### config.mk
export PLATFORM = sky130hd
export DESIGN_NAME = gray_step_controller
export DESIGN_NICKNAME = d
export VERILOG_FILES = /design/src/rtl/gray_ctrl_pkg.sv /design/src/rtl/btn_debounce.sv /design/src/rtl/gray_step_controller.sv
export SDC_FILE = /design/constraint.sdc
export NUM_CORES = 1
export LEC_CHECK = 0
export ABC_AREA = 1
export CAP_MARGIN = 20
export CORE_ASPECT_RATIO = 0.6
export CORE_MARGIN = 2
export CORE_UTILIZATION = 55
export CTS_CLUSTER_DIAMETER = 200
export CTS_CLUSTER_SIZE = 28
export DETAILED_ROUTE_END_ITERATION = 8
export GPL_TIMING_DRIVEN = 0
export PLACE_DENSITY = 0.73
export SYNTH_ARGS = -nofsm -noshare
export SYNTH_HDL_FRONTEND = slang
export SYNTH_HIERARCHICAL = 1
export SYNTH_SLANG_ARGS = --single-unit
### constraint.sdc
create_clock -name clk_input -period 3.1 [get_ports clk_input]
set_clock_uncertainty 0.2 [all_clocks]
set_input_delay 0.62 -clock clk_input [delete_from_list [all_inputs] [get_ports clk_input]]
set_output_delay 0.62 -clock clk_input [all_outputs]
set_load 0.03 [all_outputs]
### src/rtl/gray_ctrl_pkg.sv
// Shared types for the Gray counter button sequencer.
package gray_ctrl_pkg;
  typedef enum logic {IDLE = 1'b0, RUN = 1'b1} state_t;
  localparam int SYNC_STAGES = 2;
endpackage

### src/rtl/btn_debounce.sv
// One push-button: 2-flop synchroniser, stable-sample debounce counter and
// a registered one-cycle pulse on every debounced rising edge.
module btn_debounce
  import gray_ctrl_pkg::*;
#(
  parameter int DEB_CYCLES = 50000,
  parameter int CW         = 26
) (
  input  logic clk,
  input  logic rst,
  input  logic btn,
  output logic level,
  output logic press
);
  logic [SYNC_STAGES-1:0] sync;
  logic [CW-1:0]          cnt;
  logic                   smp;

  assign smp = sync[SYNC_STAGES-1];

  always_ff @(posedge clk) begin
    if (rst) begin
      sync  <= '0;
      cnt   <= '0;
      level <= 1'b0;
      press <= 1'b0;
    end else begin
      sync  <= {sync[SYNC_STAGES-2:0], btn};
      press <= 1'b0;
      if (smp == level) begin
        cnt <= '0;
      end else if (cnt == CW'(DEB_CYCLES - 1)) begin
        // DEB_CYCLES-th consecutive differing sample: accept the new level
        cnt   <= '0;
        level <= smp;
        press <= smp;
      end else begin
        cnt <= cnt + 1'b1;
      end
    end
  end
endmodule

### src/rtl/gray_step_controller.sv
// Button-driven step/run/clear sequencer for the Gray counter.
// Optional step auto-repeat is built when GRAY_CTRL_AUTOREPEAT_EN is defined.
module gray_step_controller
  import gray_ctrl_pkg::*;
#(
  parameter int DEB_CYCLES  = 50000,
  parameter int RUN_DIV     = 5000000,
  parameter int HOLD_CYCLES = 25000000,
  parameter int CW          = 26
) (
  input  logic clk_input,
  input  logic rst,
  input  logic btn_step,
  input  logic btn_run,
  input  logic btn_clr,
  output logic cnt_en,
  output logic cnt_rst,
  output logic run_active
);
  // bit 0 = step, bit 1 = run, bit 2 = clear
  logic [2:0] btn_raw, lvl, prs;
  logic       unused_lvl;

  assign btn_raw    = {btn_clr, btn_run, btn_step};
  assign unused_lvl = ^lvl;

  for (genvar b = 0; b < 3; b++) begin : g_btn
    btn_debounce #(.DEB_CYCLES(DEB_CYCLES), .CW(CW)) u_deb (
      .clk  (clk_input),
      .rst  (rst),
      .btn  (btn_raw[b]),
      .level(lvl[b]),
      .press(prs[b])
    );
  end

  state_t        state, state_nxt;
  logic [CW-1:0] presc, presc_nxt;
  logic          en_nxt, rst_nxt;

`ifdef GRAY_CTRL_AUTOREPEAT_EN
  logic [CW-1:0] hold_cnt, hold_cnt_nxt;
  logic          hold_act, hold_act_nxt, hold_rep, hold_rep_nxt, hold_fire;

  // first repeat after HOLD_CYCLES, then one every RUN_DIV
  assign hold_fire = hold_rep ? (hold_cnt == CW'(RUN_DIV - 1))
                              : (hold_cnt == CW'(HOLD_CYCLES - 1));

  always_ff @(posedge clk_input) begin
    if (rst) begin
      hold_cnt <= '0;
      hold_act <= 1'b0;
      hold_rep <= 1'b0;
    end else begin
      hold_cnt <= hold_cnt_nxt;
      hold_act <= hold_act_nxt;
      hold_rep <= hold_rep_nxt;
    end
  end
`endif

  always_comb begin
    state_nxt = state;
    presc_nxt = '0;
    en_nxt    = 1'b0;
    rst_nxt   = 1'b0;
`ifdef GRAY_CTRL_AUTOREPEAT_EN
    hold_act_nxt = 1'b0;
    hold_rep_nxt = 1'b0;
    hold_cnt_nxt = '0;
`endif
    if (prs[2]) begin
      rst_nxt   = 1'b1;
      state_nxt = IDLE;
    end else begin
      case (state)
        IDLE: begin
          if (prs[1]) begin
            state_nxt = RUN;
          end else if (prs[0]) begin
            en_nxt = 1'b1;
`ifdef GRAY_CTRL_AUTOREPEAT_EN
            hold_act_nxt = 1'b1;
          end else if (hold_act && lvl[0]) begin
            hold_act_nxt = 1'b1;
            if (hold_fire) begin
              en_nxt       = 1'b1;
              hold_rep_nxt = 1'b1;
            end else begin
              hold_cnt_nxt = hold_cnt + 1'b1;
              hold_rep_nxt = hold_rep;
            end
`endif
          end
        end
        RUN: begin
          // a stop press also swallows a pulse that was due this cycle
          if (prs[1]) begin
            state_nxt = IDLE;
          end else begin
            en_nxt    = (presc == CW'(RUN_DIV - 1));
            presc_nxt = en_nxt ? '0 : presc + 1'b1;
          end
        end
        default: state_nxt = IDLE;
      endcase
    end
  end

  always_ff @(posedge clk_input) begin
    if (rst) begin
      state      <= IDLE;
      presc      <= '0;
      cnt_en     <= 1'b0;
      cnt_rst    <= 1'b0;
      run_active <= 1'b0;
    end else begin
      state      <= state_nxt;
      presc      <= presc_nxt;
      cnt_en     <= en_nxt;
      cnt_rst    <= rst_nxt;
      run_active <= (state_nxt == RUN);
    end
  end
endmodule

## Word level (Yosys, flattened, before mapping)

Cells that the tools add are included.

- Flip-flop bits (word level): 119
- Word-level logic and storage cells: 53
- Output and inout port bits: 3

- Bitwise gates (word level): 7
- Mux-type cells: 8
- $add $sub $neg: 4
- Reduce and logical (&&, ||, !) cells: 11
- Equality and inequality tests: 7

Operator list:

| cell | count |
|---|---|
| 26-bit by 1-bit adder with 26-bit output (second input constant) | 4 |
| 26-bit by 16-bit equality test with 1-bit output (second input constant) | 3 |
| 26-bit by 23-bit equality test with 1-bit output (second input constant) | 1 |
| 3-bit OR reduction | 6 |
| 1-bit NOT | 7 |
| 1-bit two-way mux | 6 |
| 2-bit AND reduction | 3 |
| 5-bit OR reduction | 1 |
| 1-bit one-hot mux with 2 select lines | 2 |
| 1-bit equality test | 3 |
| 2-bit OR reduction | 1 |

## Longest topological paths before layout

Gate-level depths: netlist of run 1.

- Word-level depth: 3
- Mapped depth: 9
- Gate-level depth less buffers: 9

## Modules after synthesis

Netlist of run 1, hierarchy kept.

Modules (own cells, without submodules):

| module | cells each | instances | area each (sq um) |
|---|---|---|---|
| btn_debounce | 257 | 3 | 1615.3 |
| gray_step_controller | 280 | 1 | 1712.9 |

## Least setup slack after synthesis of run 1

Ideal clock, no wire load.

- Path kind: in2reg
- From: in g_btn[0].u_deb.cnt[0]
- To: reg g_btn[0].u_deb.cnt[15]
- Library setup time: 115 ps
- Cell stages on the path: 10
- Setup slack: 1468 ps
- Arrival time: 1318 ps
- Path buffers: 1
- Cells stage by stage: dfxtp_1 ha_1 nand2_2 nor2_4 nand2_2 nor2_2 nand3_2 nand2_4 buf_6 nor2_1

- Longest elaborated chain between the ends: 2

Ends and longest elaborated chain:

| item | RTL line | text |
|---|---|---|
| start: declaration | btn_debounce.sv:16 | `logic [CW-1:0] cnt;` |
| branches (longest 2 deep; another with 26-bit by 1-bit adder with 26-bit output) | n/a |  |

Parallel ways; which one is timed is not known.
A chain may end at the register's enable or synchronous reset.

==> results.json, run 1 <==
{
  "status": "finished, final reports clean",
  "yosys_register_bits": 119,
  "dp_cells": 1218,
  "num_vias": 6388,
  "final_cell_area_um2": 7420,
  "fin_crit_sh": 0.763,
  "avgSynthCellArea_um2": 6.24,
  "yosysWarnings": 6,
  "grt_first_pass_wirelength_um": 27300,
  "crit_required_ns": 2.28,
  "maxSlewHeadroom": 0.627,
  "dieArea_um2": 12800,
  "cts_sinks": 119,
  "finalSetupViolations": 0,
  "portBuffers": 7,
  "top_layer_used": "met4",
  "drc": 0,
  "grt_antenna_before_repair": 0,
  "drt-met1-wl_um": 8570,
  "post_dp_cell_area_um2": 6830,
  "grt_max_degree": 17,
  "synthArstFlopShare": 0,
  "ir_drop_mv": 0.381,
  "boundaryPins": 8,
  "p_total_mw": 3.55,
  "worstMarginPinSlew_ns": 0.558,
  "syn_nets": 1060,
  "drive_above_1_share": 0.0679,
  "rows": 30,
  "antenna_cells": 0,
  "wl_per_cell_um": 13.2,
  "seq_area_frac_synth": 0.363,
  "synth_cells": 1051,
  "met3WireLength_um": 1480,
  "drt_iter0_markers": 707,
  "end_kind": "output pin",
  "nets": 1086,
  "critPathSlowestCell": "clkdlybuf4s50_1",
  "clockBufferDepth": 2,
  "wl_met2_um": 6260,
  "layout.cells.non_filler": 1250,
  "r2r_cells": 9,
  "cp_cell_sequence": "clkdlybuf4s50_1",
  "viasPerCell": 5.11,
  "hold_viol": 0,
  "die_h_um": 88.6,
  "synthToLayoutAreaGrowth_pct": 13.1,
  "cts_setup_buffers": 0,
  "hpwl_um": 12300,
  "maxSlewViolCount": 0,
  "synth_area_um2": 6560,
  "path_max_fanout": 5,
  "synth_edf_count": 0,
  "dr.pass1.iters": 5,
  "maxCapViolations": 0,
  "netlist-cell-type-count": 22,
  "cp_top_family": "buffers and inverters",
  "cts_resized": 0,
  "cts_root_buf": "clkbuf_16",
  "grt_pass1_vias": 5536,
  "numCtsBuffers": 17,
  "cp_num_buf_inv": 1,
  "worstPathArrival_ns": 1.55,
  "wl_um": 16500,
  "max_stage_delay_ns": 0.72,
  "htreeDepth": 4,
  "initial_core_util": 0.573,
  "hold_buffers": 0,
  "ys.flop_type": "dfxtp_1",
  "worst_setup_path_start_kind": "flip-flop",
  "r2r-start": "g_btn[2].u_deb/cnt[0]$_SDFF_PP0_",
  "path_clk_slew_ns": 0.06,
  "place_congestion": 0.951,
  "grt_overflow": 0,
  "grt_setup_unrepaired": "no",
  "core_area_um2": 11400,
  "min_to": "g_btn[1].u_deb/sync[1]$_SDFF_PP0_",
  "worstHoldStart": "g_btn[1].u_deb/sync[0]$_SDFF_PP0_",
  "finalSetupTns_ns": 0,
  "power_density_nw_per_um2": 478,
  "clock_insertion_delay_worst_skew_ns": 0.42,
  "cts_tree": "done",
  "p_leak_nw": 2.32,
  "hold_depth": 2,
  "postRouteAntennaNets": 0,
  "clock.fmax_mhz": 423,
  "hp-class": "flip-flop to flip-flop",
  "period_needed_ns": 2.37,
  "fin_hold_ws_ns": 0.197,
  "track_usage": 0.269,
  "crit_type": "flip-flop to output pin",
  "die_w_um": 145,
  "r2r_slack_ns": 1.12,
  "r2r-end": "g_btn[2].u_deb/cnt[4]$_SDFF_PP0_"
}
layout make-up:
cell class	instances	area (µm²)
clock buffer	18	439
inverter	119	447
sequential	119	2380
buffer	8	90.1
multi-input combinational	805	3640
fill	1052	4030
timing repair buffer	7	70.1
clock inverter	14	151
tap	160	200
synthesized netlist by cell type, types with 5 or more instances:
master / count / share of area
o21ai_0: 17 / 0.013
buf_6: 8 / 0.014
nor2_2: 13 / 0.012
xnor2_1: 17 / 0.023
nand4_1: 13 / 0.012
nand2_2: 8 / 0.0076
nand2_1: 303 / 0.17
a21oi_1: 67 / 0.051
dfxtp_1: 119 / 0.36
nand3_1: 75 / 0.057
nand2_4: 5 / 0.0086
nor2_1: 243 / 0.14
nand3b_1: 10 / 0.011
xor2_1: 10 / 0.013
nor2_4: 5 / 0.0086
inv_1: 119 / 0.068
through the flow:
stage | worst slack [ns] | util
after floorplan | 1.47 | -
after global placement | 0.501 | 0.597
after detailed placement | 0.477 | 0.597
after CTS | 0.723 | 0.648
after global routing | 0.684 | 0.648
final | 0.734 | 0.648
report_power, final:
part,switching [mW],internal (mW),leakage [nW],total [mW]
Sequential,0.00264,1.53,0.959,1.54
Clock,0.768,1.21,0.275,1.98
Combinational,0.0204,0.0133,1.08,0.0337
sequential cells by signal (all words and copies together), names as in the netlist:
register           count
state                  1
g_btn.u_deb/press      3
cnt_en                 1
cnt_rst                1
g_btn.u_deb/level      3
g_btn.u_deb/cnt       78
presc                 26
g_btn.u_deb/sync       6
worst register-to-register path, delay by kind of cell (launching register included):
family | cells | cell delay [ns]
fa+ha+maj | 1 | 0.25
buf+inv | 1 | 0.18
simple gates | 6 | 0.81
compound gates | 1 | 0.05
flops | 1 | 0.38
logic make-up after synthesis:
group / Yosys count / share of synthesized area
fa+ha+maj: 4 / 0.00763
xor+xnor: 27 / 0.0361
simple gates: 685 / 0.441
flops: 119 / 0.363
buf+inv: 127 / 0.0818
compound gates: 89 / 0.0698
per-layer routing:
layer | GRT usage | vias to the layer above
met5 | 0 | -
met4 | 0.0747 | 0
met2 | 0.373 | 261
met3 | 0.0639 | 19
li1 | - | 3336
met1 | 0.410 | 2772
worst max path at each step:
stage	depth (start not counted)	end	start	slack [ns]
2_1_floorplan	9	g_btn[0].u_deb/cnt[15]$_SDFF_PP0_	g_btn[0].u_deb/cnt[0]$_SDFF_PP0_	1.47
3_3_place_gp	6	g_btn[0].u_deb/cnt[4]$_SDFF_PP0_	rst	0.50
3_5_place_dp	6	g_btn[0].u_deb/cnt[20]$_SDFF_PP0_	rst	0.48
4_1_cts	1	run_active	state$_SDFF_PP0_	0.72
5_1_grt	1	run_active	state$_SDFF_PP0_	0.68
6_report	1	run_active	state$_SDFF_PP0_	0.73
cell usage in the layout, fill, tap and decap left out, drive strengths merged:
cell           instances
nand3                 78
nand2                316
nor2                 261
a21oi                 67
buf                    8
nand3b                10
or2                    4
bufinv                 2
dfxtp                119
ha                     4
o21bai                 4
clkbuf                18
xor2                  10
clkinvlp               5
a21boi                 1
xnor2                 17
inv                  121
clkdlybuf4s50          7
o21ai                 17
nand4                 13
nor3                   3
clkinv                 5
Note: power is estimated with default switching activity, not from simulation.
==> run 2: changes to the inputs <==
PLACE_DENSITY = 0.76   (was 0.73)
clock period = 2 ns   (was 3.1 ns; I/O delays follow)
==> run 2 against run 1 <==
Clock power increased by 52%. Via count is 2.4% higher. Final area up 0.35%. Critical endpoint is now g_btn[2].u_deb/cnt[21]$_SDFF_PP0_.
==> results.json, run 2 (synthesized netlist as in run 1, its figures left out) <==
{
  "status": "finished, final reports clean",
  "power_density_nw_per_um2": 731,
  "p_total_mw": 5.44,
  "worstPathArrival_ns": 2.01,
  "grt_pass1_vias": 5710,
  "path_clk_slew_ns": 0.06,
  "p_leak_nw": 2.37,
  "die_w_um": 145,
  "place_congestion": 0.937,
  "maxSlewHeadroom": 0.624,
  "dr.pass1.iters": 6,
  "viasPerCell": 5.21,
  "clockBufferDepth": 2,
  "grt_first_pass_wirelength_um": 27400,
  "initial_core_util": 0.573,
  "final_cell_mix": "nand2_1, nor2_1, inv_1, dfxtp_1, nand3_1",
  "layout.cells.most_common": "nand2_1",
  "rows": 30,
  "fin_hold_ws_ns": 0.205,
  "grt_antenna_before_repair": 0,
  "cp_cell_sequence": "ha_1 -> nand2_2 -> nor2_4 -> nand2_2 -> nor2_2 -> nand3_2 -> nand2_4 -> buf_6 -> a21oi_1",
  "drt_iter0_markers": 677,
  "clock.fmax_mhz": 526,
  "grt_overflow": 0,
  "hpwl_um": 12200,
  "synthToLayoutAreaGrowth_pct": 13.5,
  "die_h_um": 88.6,
  "postRouteAntennaNets": 0,
  "top_register": "g_btn.u_deb/cnt",
  "top_regs": "g_btn.u_deb/cnt x78, presc x26, g_btn.u_deb/sync x6",
  "nets": 1090,
  "hp-class": "flip-flop to flip-flop",
  "finalSetupViolations": 0,
  "crit_required_ns": 2.10,
  "cts_tree": "done",
  "max_stage_delay_ns": 0.38,
  "wl_um": 16500,
  "htreeDepth": 4,
  "path_max_fanout": 10,
  "cts_root_buf": "clkbuf_16",
  "cts_sinks": 119,
  "maxCapViolations": 0,
  "ir_drop_mv": 0.628,
  "portBuffers": 7,
  "hold_viol": 0,
  "largest_register_ff_count": 78,
  "numCtsBuffers": 17,
  "end_kind": "flip-flop",
  "dieArea_um2": 12800,
  "critPathSlowestCell": "dfxtp_1",
  "drc": 0,
  "maxSlewViolCount": 0,
  "wl_per_cell_um": 13.2,
  "worstMarginPinSlew_ns": 0.563,
  "num_vias": 6539,
  "antenna_cells": 0,
  "post_dp_cell_area_um2": 6830,
  "fin_crit_sh": 0.951,
  "worst_setup_path_start_kind": "flip-flop",
  "period_needed_ns": 1.90,
  "cpMostUsedCell": "nand2_2",
  "core_area_um2": 11400,
  "clock_insertion_delay_worst_skew_ns": 0.42,
  "grt_max_degree": 17,
  "track_usage": 0.268,
  "final_cell_area_um2": 7450,
  "drive_above_1_share": 0.0731,
  "crit_type": "flip-flop to flip-flop",
  "boundaryPins": 8
}
[run 2: path summary, 6_finish.rpt]
| kind | from | end | slack (ns) | depth (start not counted) |
|---|---|---|---|---|
| worst max-delay path | g_btn[2].u_deb/cnt[0]$_SDFF_PP0_ | g_btn[2].u_deb/cnt[21]$_SDFF_PP0_ | 0.1 | 9 |
| worst min-delay path | g_btn[0].u_deb/sync[0]$_SDFF_PP0_ | g_btn[0].u_deb/sync[1]$_SDFF_PP0_ | 0.21 | 2 |
| worst max register to register | g_btn[2].u_deb/cnt[0]$_SDFF_PP0_ | g_btn[2].u_deb/cnt[21]$_SDFF_PP0_ | 0.1 | 9 |
| worst min register to register | g_btn[0].u_deb/sync[0]$_SDFF_PP0_ | g_btn[0].u_deb/sync[1]$_SDFF_PP0_ | 0.21 | 2 |
[run 2: stage by stage]
stage          std cells  TNS, ns  setup WS [ns]   util
2_1_floorplan       1051        0          0.368      -
3_3_place_gp        1218   -27.71         -0.364  0.597
3_5_place_dp        1218   -27.39         -0.383  0.597
4_1_cts             1250        0         0.0129  0.647
5_1_grt             1254  -0.0406        -0.0114  0.650
6_report            1254        0         0.0979  0.650
[run 2: area by class of cell]
class,count,area (µm²)
Buffer,8,90.1
Tap cell,160,200
Clock inverter,15,154
Inverter,119,447
Clock buffer,17,425
Timing Repair Buffer,11,103
Sequential cell,119,2380
Multi-Input combinational cell,805,3640
Fill cell,1020,4000
[run 2: critical path: cells and delay by family (launching register included)]
family	cells	cell delay (ns)
AND/OR/NAND/NOR	6	0.76
flip-flops	1	0.38
adder cells (fa/ha/maj)	1	0.23
buffers and inverters	1	0.17
AO/OA/AOI/OAI	1	0.05
[run 2: per-layer routing]
| metal | share of wire | GRT usage | routed length (µm) | vias up |
|---|---|---|---|---|
| li1 | - | - | - | 3337 |
| met1 | 0.51 | 0.393 | 8380 | 2903 |
| met2 | 0.38 | 0.373 | 6310 | 268 |
| met3 | 0.097 | 0.0758 | 1600 | 31 |
| met4 | 0.013 | 0.102 | 212 | 0 |
| met5 | 0 | 0 | 0 | - |
[run 2: what timing repair did]
action,CTS,global route
hold buffers,0,0
pin swaps,0,4
gates resized for setup,2,4
endpoints found under the setup margin,2,61
buffers inserted,0,4
[run 2: power by group]
part	internal (mW)	switching (mW)	total, mW
combinational	0.0210	0.0327	0.0537
sequential	2.38	0.00425	2.38
clock	1.84	1.17	3.01
==> run 3: changes to the inputs <==
CORE_UTILIZATION = 43   (was 55)
PLACE_DENSITY = 0.62   (was 0.76)
clock period = 1.6 ns   (was 2 ns; I/O delays follow)
==> run 3 against run 2 <==
The run now ends with negative setup slack left. Sequential share of layout area fell by 4.4 points. Critical endpoint is now g_btn[0].u_deb/cnt[11]$_SDFF_PP0_. Hold slack worse by 0.088 ns. Final cell count up 7.0%. Clock power increased by 44%. Highest routed layer unchanged. Core utilization is 4.3 points lower. Global-route usage down 4.0 points. Flip-flop and latch count is the same.
==> results.json, run 3 (synthesized netlist as in run 1, its figures left out) <==
{
  "htreeDepth": 4,
  "drt_iter0_markers": 618,
  "wl_um": 19000,
  "grt_setup_unrepaired": "yes",
  "clockBufferDepth": 2,
  "dr.pass1.iters": 6,
  "worst_setup_path_start_kind": "flip-flop",
  "cts_tree": "done",
  "post_dp_cell_area_um2": 6890,
  "layout.cells.most_common": "nand2_1",
  "power_density_nw_per_um2": 832,
  "end_kind": "flip-flop",
  "cts_root_buf": "clkbuf_16",
  "maxSlewViolCount": 0,
  "final_cell_mix": "nand2_1, nor2_1, inv_1",
  "die_h_um": 99.7,
  "fin_hold_ws_ns": 0.118,
  "place_congestion": 0.940,
  "portBuffers": 7,
  "layout.cells.non_filler": 1342,
  "crit_required_ns": 1.69,
  "status": "finished, violations left",
  "synthToLayoutAreaGrowth_pct": 35.9,
  "rows": 34,
  "grt_overflow": 0,
  "boundaryPins": 8,
  "top_register": "g_btn.u_deb/cnt",
  "final_cell_area_um2": 8920,
  "clock.fmax_mhz": 585,
  "hold_buffers": 0,
  "antenna_cells": 0,
  "track_usage": 0.228,
  "fin_ws_ns": -0.108,
  "hp-class": "input port to flip-flop",
  "path_max_fanout": 6,
  "dp_cells": 1256,
  "hold_viol": 0,
  "finalSetupViolations": 76,
  "drc": 0,
  "hpwl_um": 12800,
  "worstPathArrival_ns": 1.80,
  "cts_sinks": 119,
  "maxSlewHeadroom": 0.784,
  "postRouteAntennaNets": 0,
  "wl_per_cell_um": 14.2,
  "maxCapViolations": 0,
  "nets": 1140,
  "drive_above_1_share": 0.277,
  "crit_type": "flip-flop to flip-flop",
  "clock_insertion_delay_worst_skew_ns": 0.41,
  "largest_register_ff_count": 78,
  "worstMarginPinSlew_ns": 0.324,
  "ir_drop_mv": 0.490,
  "path_clk_slew_ns": 0.05,
  "finalSetupTns_ns": -4.95,
  "grt_pass1_vias": 5837,
  "p_leak_nw": 2.83,
  "grt_antenna_before_repair": 0,
  "period_needed_ns": 1.71,
  "numCtsBuffers": 17,
  "core_area_um2": 14700,
  "top_regs": "g_btn.u_deb/cnt x78, presc x26, g_btn.u_deb/sync x6",
  "viasPerCell": 5.09,
  "violations": "negative setup slack",
  "die_w_um": 163,
  "grt_first_pass_wirelength_um": 29200,
  "pre_cts_slack_ns": -0.777,
  "dieArea_um2": 16300,
  "fin_crit_sh": 1.07,
  "initial_core_util": 0.447,
  "grt_max_degree": 17,
  "num_vias": 6826
}
-- run 3: changes by cell type in the layout (fill, tap and decap cells not counted), moves of 9 or more --
cell	before	now
nor2_1	243	180
nor2_2	13	48
a21oi_2	0	52
a21oi_1	67	15
nand2_1	303	294
nor2_4	5	33
dfxtp_2	0	30
dfxtp_4	0	10
dfxtp_1	119	79
buf_4	4	33
inv_1	119	110
-- run 3: worst paths after layout --
check	from	end	slack [ns]	depth (start not counted)
worst max-delay path	g_btn[0].u_deb/cnt[1]$_SDFF_PP0_	g_btn[0].u_deb/cnt[11]$_SDFF_PP0_	-0.11	9
worst min-delay path	rst	g_btn[1].u_deb/level$_SDFFE_PP0P_	0.12	2
worst max register to register	g_btn[0].u_deb/cnt[1]$_SDFF_PP0_	g_btn[0].u_deb/cnt[11]$_SDFF_PP0_	-0.11	9
worst min register to register	g_btn[0].u_deb/sync[0]$_SDFF_PP0_	g_btn[0].u_deb/sync[1]$_SDFF_PP0_	0.20	2
-- run 3: layer usage --
layer  part of all wire  vias up  GRT usage
met5                  0        -          0
met4             0.0095        0     0.0558
met3              0.081       19     0.0480
met2               0.41      243      0.323
met1               0.50     3110      0.348
li1                   -     3454          -
-- run 3: final cells by class --
cell class / count / area [µm²]
clock inverters: 8 / 165
well taps: 198 / 248
repair buffers: 62 / 681
flip-flops and latches: 119 / 2460
fillers: 1329 / 5760
inverters: 119 / 449
multi-input cells: 805 / 4310
plain buffers: 7 / 105
clock buffers: 24 / 502
-- run 3: power breakdown --
part	switching [mW]	internal, mW	total, mW
logic	0.0661	0.0616	0.128
clock network	1.36	2.97	4.33
registers	0.00600	2.96	2.96
total	1.43	5.99	7.42
-- run 3: per-stage QoR --
stage	util	power (mW)
after floorplan	-	3.08
final	0.608	7.42
after detailed placement	0.469	3.11
after CTS	0.548	7.49
after global routing	0.608	7.67
after global placement	0.469	3.11
-- run 3: critical path, stage by stage, from the launching register on --
cell,delay [ns]
dfxtp_4,0.36
ha_4,0.15
nand2_4,0.05
nor2_4,0.12
nand2_2,0.09
nor2_4,0.12
nand3_2,0.10
nand2_4,0.17
buf_6,0.18
a21oi_2,0.04
-- run 3: what timing repair did --
action | in CTS | in global routing
setup endpoints to repair | 110 | 106
setup buffers | 28 | 19
gates resized for setup | 78 | 199
gates cloned | 3 | 5
pin swaps | 23 | 38
endpoints found under the hold margin | 0 | 0
